### src/rtl/serdesphy_link_pkg.sv
// Shared state encodings and default timing constants for the SerDes link bring-up sequencer.
package serdesphy_link_pkg;

  typedef enum logic [2:0] {
    StIdle    = 3'd0,
    StPllRst  = 3'd1,
    StPllWait = 3'd2,
    StCdrRst  = 3'd3,
    StCdrWait = 3'd4,
    StAlign   = 3'd5,
    StLinkUp  = 3'd6,
    StFault   = 3'd7
  } seq_state_e;

  localparam int unsigned DefTmrW         = 16;
  localparam int unsigned DefPllTimeout   = 24000;
  localparam int unsigned DefCdrTimeout   = 12000;
  localparam int unsigned DefAlignTimeout = 4800;
  localparam int unsigned DefRstPulse     = 8;
  localparam int unsigned DefMaxRetry     = 3;

endpackage

### src/rtl/serdesphy_link_timer.sv
// Clearable saturating up-counter with a compare-equal flag; shared by pulse and timeout phases.
module serdesphy_link_timer #(
  parameter int unsigned Width = 16
) (
  input  logic             clk_i,
  input  logic             rst_i,
  input  logic             clr_i,
  input  logic             en_i,
  input  logic [Width-1:0] cmp_i,
  output logic             eq_o
);

  logic [Width-1:0] count_q, count_d;

  always_comb begin
    count_d = count_q;
    if (clr_i) begin
      count_d = '0;
    end else if (en_i && (count_q != '1)) begin
      count_d = count_q + Width'(1);
    end
  end

  always_ff @(posedge clk_i) begin
    if (rst_i) begin
      count_q <= '0;
    end else begin
      count_q <= count_d;
    end
  end

  assign eq_o = (count_q == cmp_i);

endmodule

### src/rtl/serdesphy_link_seq.sv
// SerDes link bring-up sequencer: PLL, CDR and alignment phases with bounded retries.
// Optional link-drop statistics counter enabled by defining SERDESPHY_LINK_STATS_EN.
module serdesphy_link_seq
  import serdesphy_link_pkg::*;
#(
  parameter int unsigned TMR_W         = DefTmrW,
  parameter int unsigned PLL_TIMEOUT   = DefPllTimeout,
  parameter int unsigned CDR_TIMEOUT   = DefCdrTimeout,
  parameter int unsigned ALIGN_TIMEOUT = DefAlignTimeout,
  parameter int unsigned RST_PULSE     = DefRstPulse,
  parameter int unsigned MAX_RETRY     = DefMaxRetry
) (
  input  logic       clk_ref_24m,
  input  logic       rst,
  input  logic       bring_up_en,
  input  logic       pll_lock,
  input  logic       cdr_lock,
  input  logic       rx_aligned,
  output logic       pll_rst_o,
  output logic       cdr_rst_o,
  output logic       align_rst_o,
  output logic       tx_en_o,
  output logic       rx_en_o,
  output logic       link_up,
  output logic       fault,
  output logic [2:0] seq_state,
  output logic [1:0] retry_cnt,
  output logic [7:0] link_drop_cnt
);

  seq_state_e state_q, state_d, retry_tgt;
  logic [1:0] retry_q, retry_d;
  logic       take_retry;
  logic       tmr_eq, tmr_en, tmr_clr;
  logic [TMR_W-1:0] tmr_cmp;

  always_comb begin
    unique case (state_q)
      StPllRst, StCdrRst: tmr_cmp = TMR_W'(RST_PULSE - 1);
      StPllWait:          tmr_cmp = TMR_W'(PLL_TIMEOUT - 1);
      StCdrWait:          tmr_cmp = TMR_W'(CDR_TIMEOUT - 1);
      StAlign:            tmr_cmp = TMR_W'(ALIGN_TIMEOUT - 1);
      default:            tmr_cmp = '0;
    endcase
  end

  assign tmr_en  = state_q inside {StPllRst, StPllWait, StCdrRst, StCdrWait, StAlign};
  assign tmr_clr = (state_d != state_q);

  serdesphy_link_timer #(
    .Width(TMR_W)
  ) u_timer (
    .clk_i (clk_ref_24m),
    .rst_i (rst),
    .clr_i (tmr_clr),
    .en_i  (tmr_en),
    .cmp_i (tmr_cmp),
    .eq_o  (tmr_eq)
  );

  always_comb begin
    state_d    = state_q;
    retry_d    = retry_q;
    take_retry = 1'b0;
    retry_tgt  = StIdle;
    if (!bring_up_en) begin
      state_d = StIdle;
      retry_d = '0;
    end else begin
      unique case (state_q)
        StIdle:   state_d = StPllRst;
        StPllRst: if (tmr_eq) state_d = StPllWait;
        StPllWait: begin
          if (pll_lock) begin
            state_d = StCdrRst;
          end else if (tmr_eq) begin
            take_retry = 1'b1;
            retry_tgt  = StPllRst;
          end
        end
        StCdrRst: if (tmr_eq) state_d = StCdrWait;
        StCdrWait: begin
          if (!pll_lock) begin
            take_retry = 1'b1;
            retry_tgt  = StPllRst;
          end else if (cdr_lock) begin
            state_d = StAlign;
          end else if (tmr_eq) begin
            take_retry = 1'b1;
            retry_tgt  = StCdrRst;
          end
        end
        StAlign: begin
          if (!pll_lock) begin
            take_retry = 1'b1;
            retry_tgt  = StPllRst;
          end else if (rx_aligned) begin
            state_d = StLinkUp;
          end else if (tmr_eq) begin
            take_retry = 1'b1;
            retry_tgt  = StCdrRst;
          end
        end
        StLinkUp: begin
          if (!pll_lock) begin
            take_retry = 1'b1;
            retry_tgt  = StPllRst;
          end else if (!cdr_lock || !rx_aligned) begin
            take_retry = 1'b1;
            retry_tgt  = StCdrRst;
          end
        end
        StFault: state_d = StFault;
      endcase
    end
    if (take_retry) begin
      if (retry_q == 2'(MAX_RETRY)) begin
        state_d = StFault;
      end else begin
        state_d = retry_tgt;
        retry_d = retry_q + 2'd1;
      end
    end
    if ((state_d == StLinkUp) && (state_q != StLinkUp)) begin
      retry_d = '0;
    end
  end

  // Outputs are decoded from the next state and registered, so they track state_q exactly.
  always_ff @(posedge clk_ref_24m) begin
    if (rst) begin
      state_q     <= StIdle;
      retry_q     <= '0;
      pll_rst_o   <= 1'b0;
      cdr_rst_o   <= 1'b0;
      align_rst_o <= 1'b0;
      tx_en_o     <= 1'b0;
      rx_en_o     <= 1'b0;
      link_up     <= 1'b0;
      fault       <= 1'b0;
    end else begin
      state_q     <= state_d;
      retry_q     <= retry_d;
      pll_rst_o   <= (state_d == StPllRst);
      cdr_rst_o   <= (state_d == StCdrRst);
      align_rst_o <= (state_d == StAlign) && (state_q != StAlign);
      tx_en_o     <= state_d inside {StCdrRst, StCdrWait, StAlign, StLinkUp};
      rx_en_o     <= state_d inside {StAlign, StLinkUp};
      link_up     <= (state_d == StLinkUp);
      fault       <= (state_d == StFault);
    end
  end

  assign seq_state = state_q;
  assign retry_cnt = retry_q;

`ifdef SERDESPHY_LINK_STATS_EN
  logic [7:0] drop_cnt_q;
  logic       link_drop;

  // With bring_up_en high, any exit from LINK_UP is a loss of lock or alignment.
  assign link_drop = bring_up_en && (state_q == StLinkUp) && (state_d != StLinkUp);

  always_ff @(posedge clk_ref_24m) begin
    if (rst) begin
      drop_cnt_q <= '0;
    end else if (link_drop && (drop_cnt_q != 8'hff)) begin
      drop_cnt_q <= drop_cnt_q + 8'd1;
    end
  end

  assign link_drop_cnt = drop_cnt_q;
`else
  assign link_drop_cnt = 8'd0;
`endif

endmodule

### config.mk
export PLATFORM = sky130hd
export DESIGN_NAME = serdesphy_link_seq
export DESIGN_NICKNAME = d
export VERILOG_FILES = /design/src/rtl/serdesphy_link_pkg.sv /design/src/rtl/serdesphy_link_timer.sv /design/src/rtl/serdesphy_link_seq.sv
export SDC_FILE = /design/constraint.sdc
export NUM_CORES = 1
export LEC_CHECK = 0
export ABC_CLOCK_PERIOD_IN_PS = 6500
export BUFFER_PORTS_ARGS = -buffer_cell sky130_fd_sc_hd__buf_2
export CAP_MARGIN = 20
export CORE_MARGIN = 1
export CORE_UTILIZATION = 30
export DETAILED_ROUTE_END_ITERATION = 10
export GPL_TIMING_DRIVEN = 0
export HOLD_SLACK_MARGIN = 0.12
export PLACE_DENSITY_LB_ADDON = 0.2
export SETUP_SLACK_MARGIN = 0.02
export SLEW_MARGIN = 25
export SYNTH_ARGS = -nofsm -noshare
export SYNTH_HDL_FRONTEND = slang
export SYNTH_SLANG_ARGS = --single-unit
### constraint.sdc
create_clock -name clk_ref_24m -period 6.5 [get_ports clk_ref_24m]
set_input_delay 1.95 -clock clk_ref_24m [delete_from_list [all_inputs] [get_ports clk_ref_24m]]
set_output_delay 1.95 -clock clk_ref_24m [all_outputs]
set_load 0.005 [all_outputs]
==> run metrics <==
drt initial violations 111; crit path max-delay cell type a31oi_1; mapped cell area 1780 um^2; sequential element share of the synthesized area 0.315; largest net degree at the start of global routing 15; root buf cell clkbuf_8; worst slew pin tran 678 ps; Fin Hold WS about 560 ps; critical path class input pin to register; CTS resizes 0; synthesized flop and latch total 28; placed cell area approximately 2000 um^2; Layout Nets approximately 260; top cell type by total area after synthesis dfxtp_1; first-pass GRT wire length 6.79 mm; Reg area approximately 560 um^2; EDFF count, synth 0; ys async rst share 0; first-pass iteration count of the detailed router 4; RD Place Congestion 0.831; register share of total power 0.530; vias 1586; Synth warnings 0; Die Y just under 80 um; setup bufs post-CTS 0; reg2reg start seq_state[0]$_SDFF_PP0_; VDD IR max 73.8 uV; PortBufs 16; Clock power frac 0.271; via/cell ratio approximately 5.0; CP Max Fanout 8; CTS Sinks 28; DP Worst Slack roughly 2500 ps; Fin Setup TNS 0 ps; Routed WL 3.85 mm; fin crit share 0.570; Net Sw Power 0.0887 mW; Slew Limit Fails 0; Site Rows 27; Worst Path Required ~6600 ps; layout cells sized above 1 0.175; Final Hold Viols 0; vias in the first global route 1474; Final ANT Viol Nets 0; DRC viols 0; Post-CTS Hold Fix Bufs 0; Avg Cell Area, Syn 8.09 um^2; kind of end point of the critical path register; P_leak roughly 0.8 nW; Worst Slack Setup Final ~2800 ps; status finished, final reports clean; post-route cell area ~2000 um^2; core area 5610 um^2; GRT Overall Usage 0.136; leading cell type in the layout, fill and taps excluded nor2_1; clock period minus worst slack ~3700 ps; Final Skew 6.08 ps; Netlist cell types 56; antenna violations before repair 0; Clock Latency Late Sink 270 ps; DIE AREA between 6000 and 7000 um^2; io pins 26; Rel. slew slack 0.546; synth top area cells dfxtp_1, nor2_1, nand2_1; Internal 0.243 mW; f_max around 0.27 GHz; number of max-cap violations 0; Synth Instances 220; # setup viols final 0; most frequent cells in the layout nor2_1, dfxtp_1, nand2_1; Die X 79.0 um; unrepaired setup endpoints after global routing no; max reg flops 16; ys flop type dfxtp_1; H-tree levels 1; average wire per standard cell 12.1 um; Fill cells 630; Multi-input gate area 1120 um^2; Initial Util 0.317; Worst Hold Class register to register; worst-path cell chain buf_2 > mux2i_1 > nand2_1 > o21ai_0 > a41oi_1 > nand2_1 > a31oi_1 > and4b_1 > nor3_1; Worst-path clk slew 90 ps; GRT overflow 0; Biggest register u_timer.count_q; Tot Pwr 0.332 mW; sw frac 0.267; Crit path top cell by count nand2_1; combinational share of power 0.199; Area Overhead vs Synth 13.4%; CP Launch Type input pin; antenna cell count 0; CTS tree done; Clock Path Buffers 2; Worst Path Arrival 3850 ps; Post-DP HPWL 3.02 mm; slowest stage delay, CP around 530 ps; Hold Startpoint u_timer.count_q[1]$_SDFFE_PP0P_; Num CTS Buffers 3; P per Cell Area 165 nW/um^2; Critical Path Source rx_aligned; Synth top area share 0.315
## power by group through the flow
stage                     sequential (mW)  combinational (mW)  clock (mW)
final                               0.176              0.0661      0.0902
after global routing                0.176              0.0737       0.103
after detailed placement            0.180              0.0655           0
after CTS                           0.176              0.0658      0.0960
after global placement              0.180              0.0660           0
after floorplan                     0.180              0.0501           0
## cells in the mapped netlist (all sizes together), types with 5 or more instances
cell type,count
xnor2,7
a21oi,6
buf,15
xor2,9
dfxtp,28
nor2,30
nand2b,5
nand3,7
o21ai,8
nor3,10
nand2,24
and3,9
## path summary, 6_finish.rpt
path / end / slack [ps] / depth (start not counted)
setup reg to reg: retry_cnt[1]$_SDFF_PP0_ / 3470 / 10
hold reg to reg: u_timer.count_q[1]$_SDFFE_PP0P_ / 560 / 2
setup / recovery: retry_cnt[1]$_SDFF_PP0_ / 2790 / 9
hold / removal: u_timer.count_q[1]$_SDFFE_PP0P_ / 560 / 2
## per-layer routing
layer  share of wire  global-route usage  vias to the layer above
met5               0                   0                        -
met4           0.013              0.0509                        0
met3           0.036              0.0184                        5
met2            0.46               0.216                       31
met1            0.49               0.185                      724
li1                -                   -                      826
## layout make-up
type | instances | area share
Buffer | 17 | 0.0546
Inverter | 4 | 0.00744
Multi-Input combinational cell | 178 | 0.555
Clock buffer | 3 | 0.0205
Tap cell | 72 | 0.0447
Sequential cell | 28 | 0.278
Timing Repair Buffer | 16 | 0.0397
## kinds of logic (layout without fill, tap and decap cells)
kind of cell / Yosys count / count (layout) / share of synthesized area
flops: 28 / 28 / 0.315
other cells: 1 / 8 / 0.00211
mux: 5 / 5 / 0.0288
compound gates: 38 / 38 / 0.170
buf+inv: 21 / 40 / 0.0703
fa+ha+maj: 2 / 2 / 0.0141
xor+xnor: 16 / 16 / 0.0788
simple gates: 109 / 109 / 0.321
## metrics by stage
step	utilization	cells
2_1_floorplan	-	227
3_3_place_gp	0.352	315
3_5_place_dp	0.352	315
4_1_cts	0.360	318
5_1_grt	0.360	318
6_report	0.360	318
## worst max-delay path, delay by kind of cell
| family | cells | cell delay, ps |
|---|---|---|
| simple gates | 4 | 570 |
| mux | 1 | 90 |
| buf+inv | 1 | 110 |
| compound gates | 3 | 1130 |
Power figures use the tool's default switching activity.
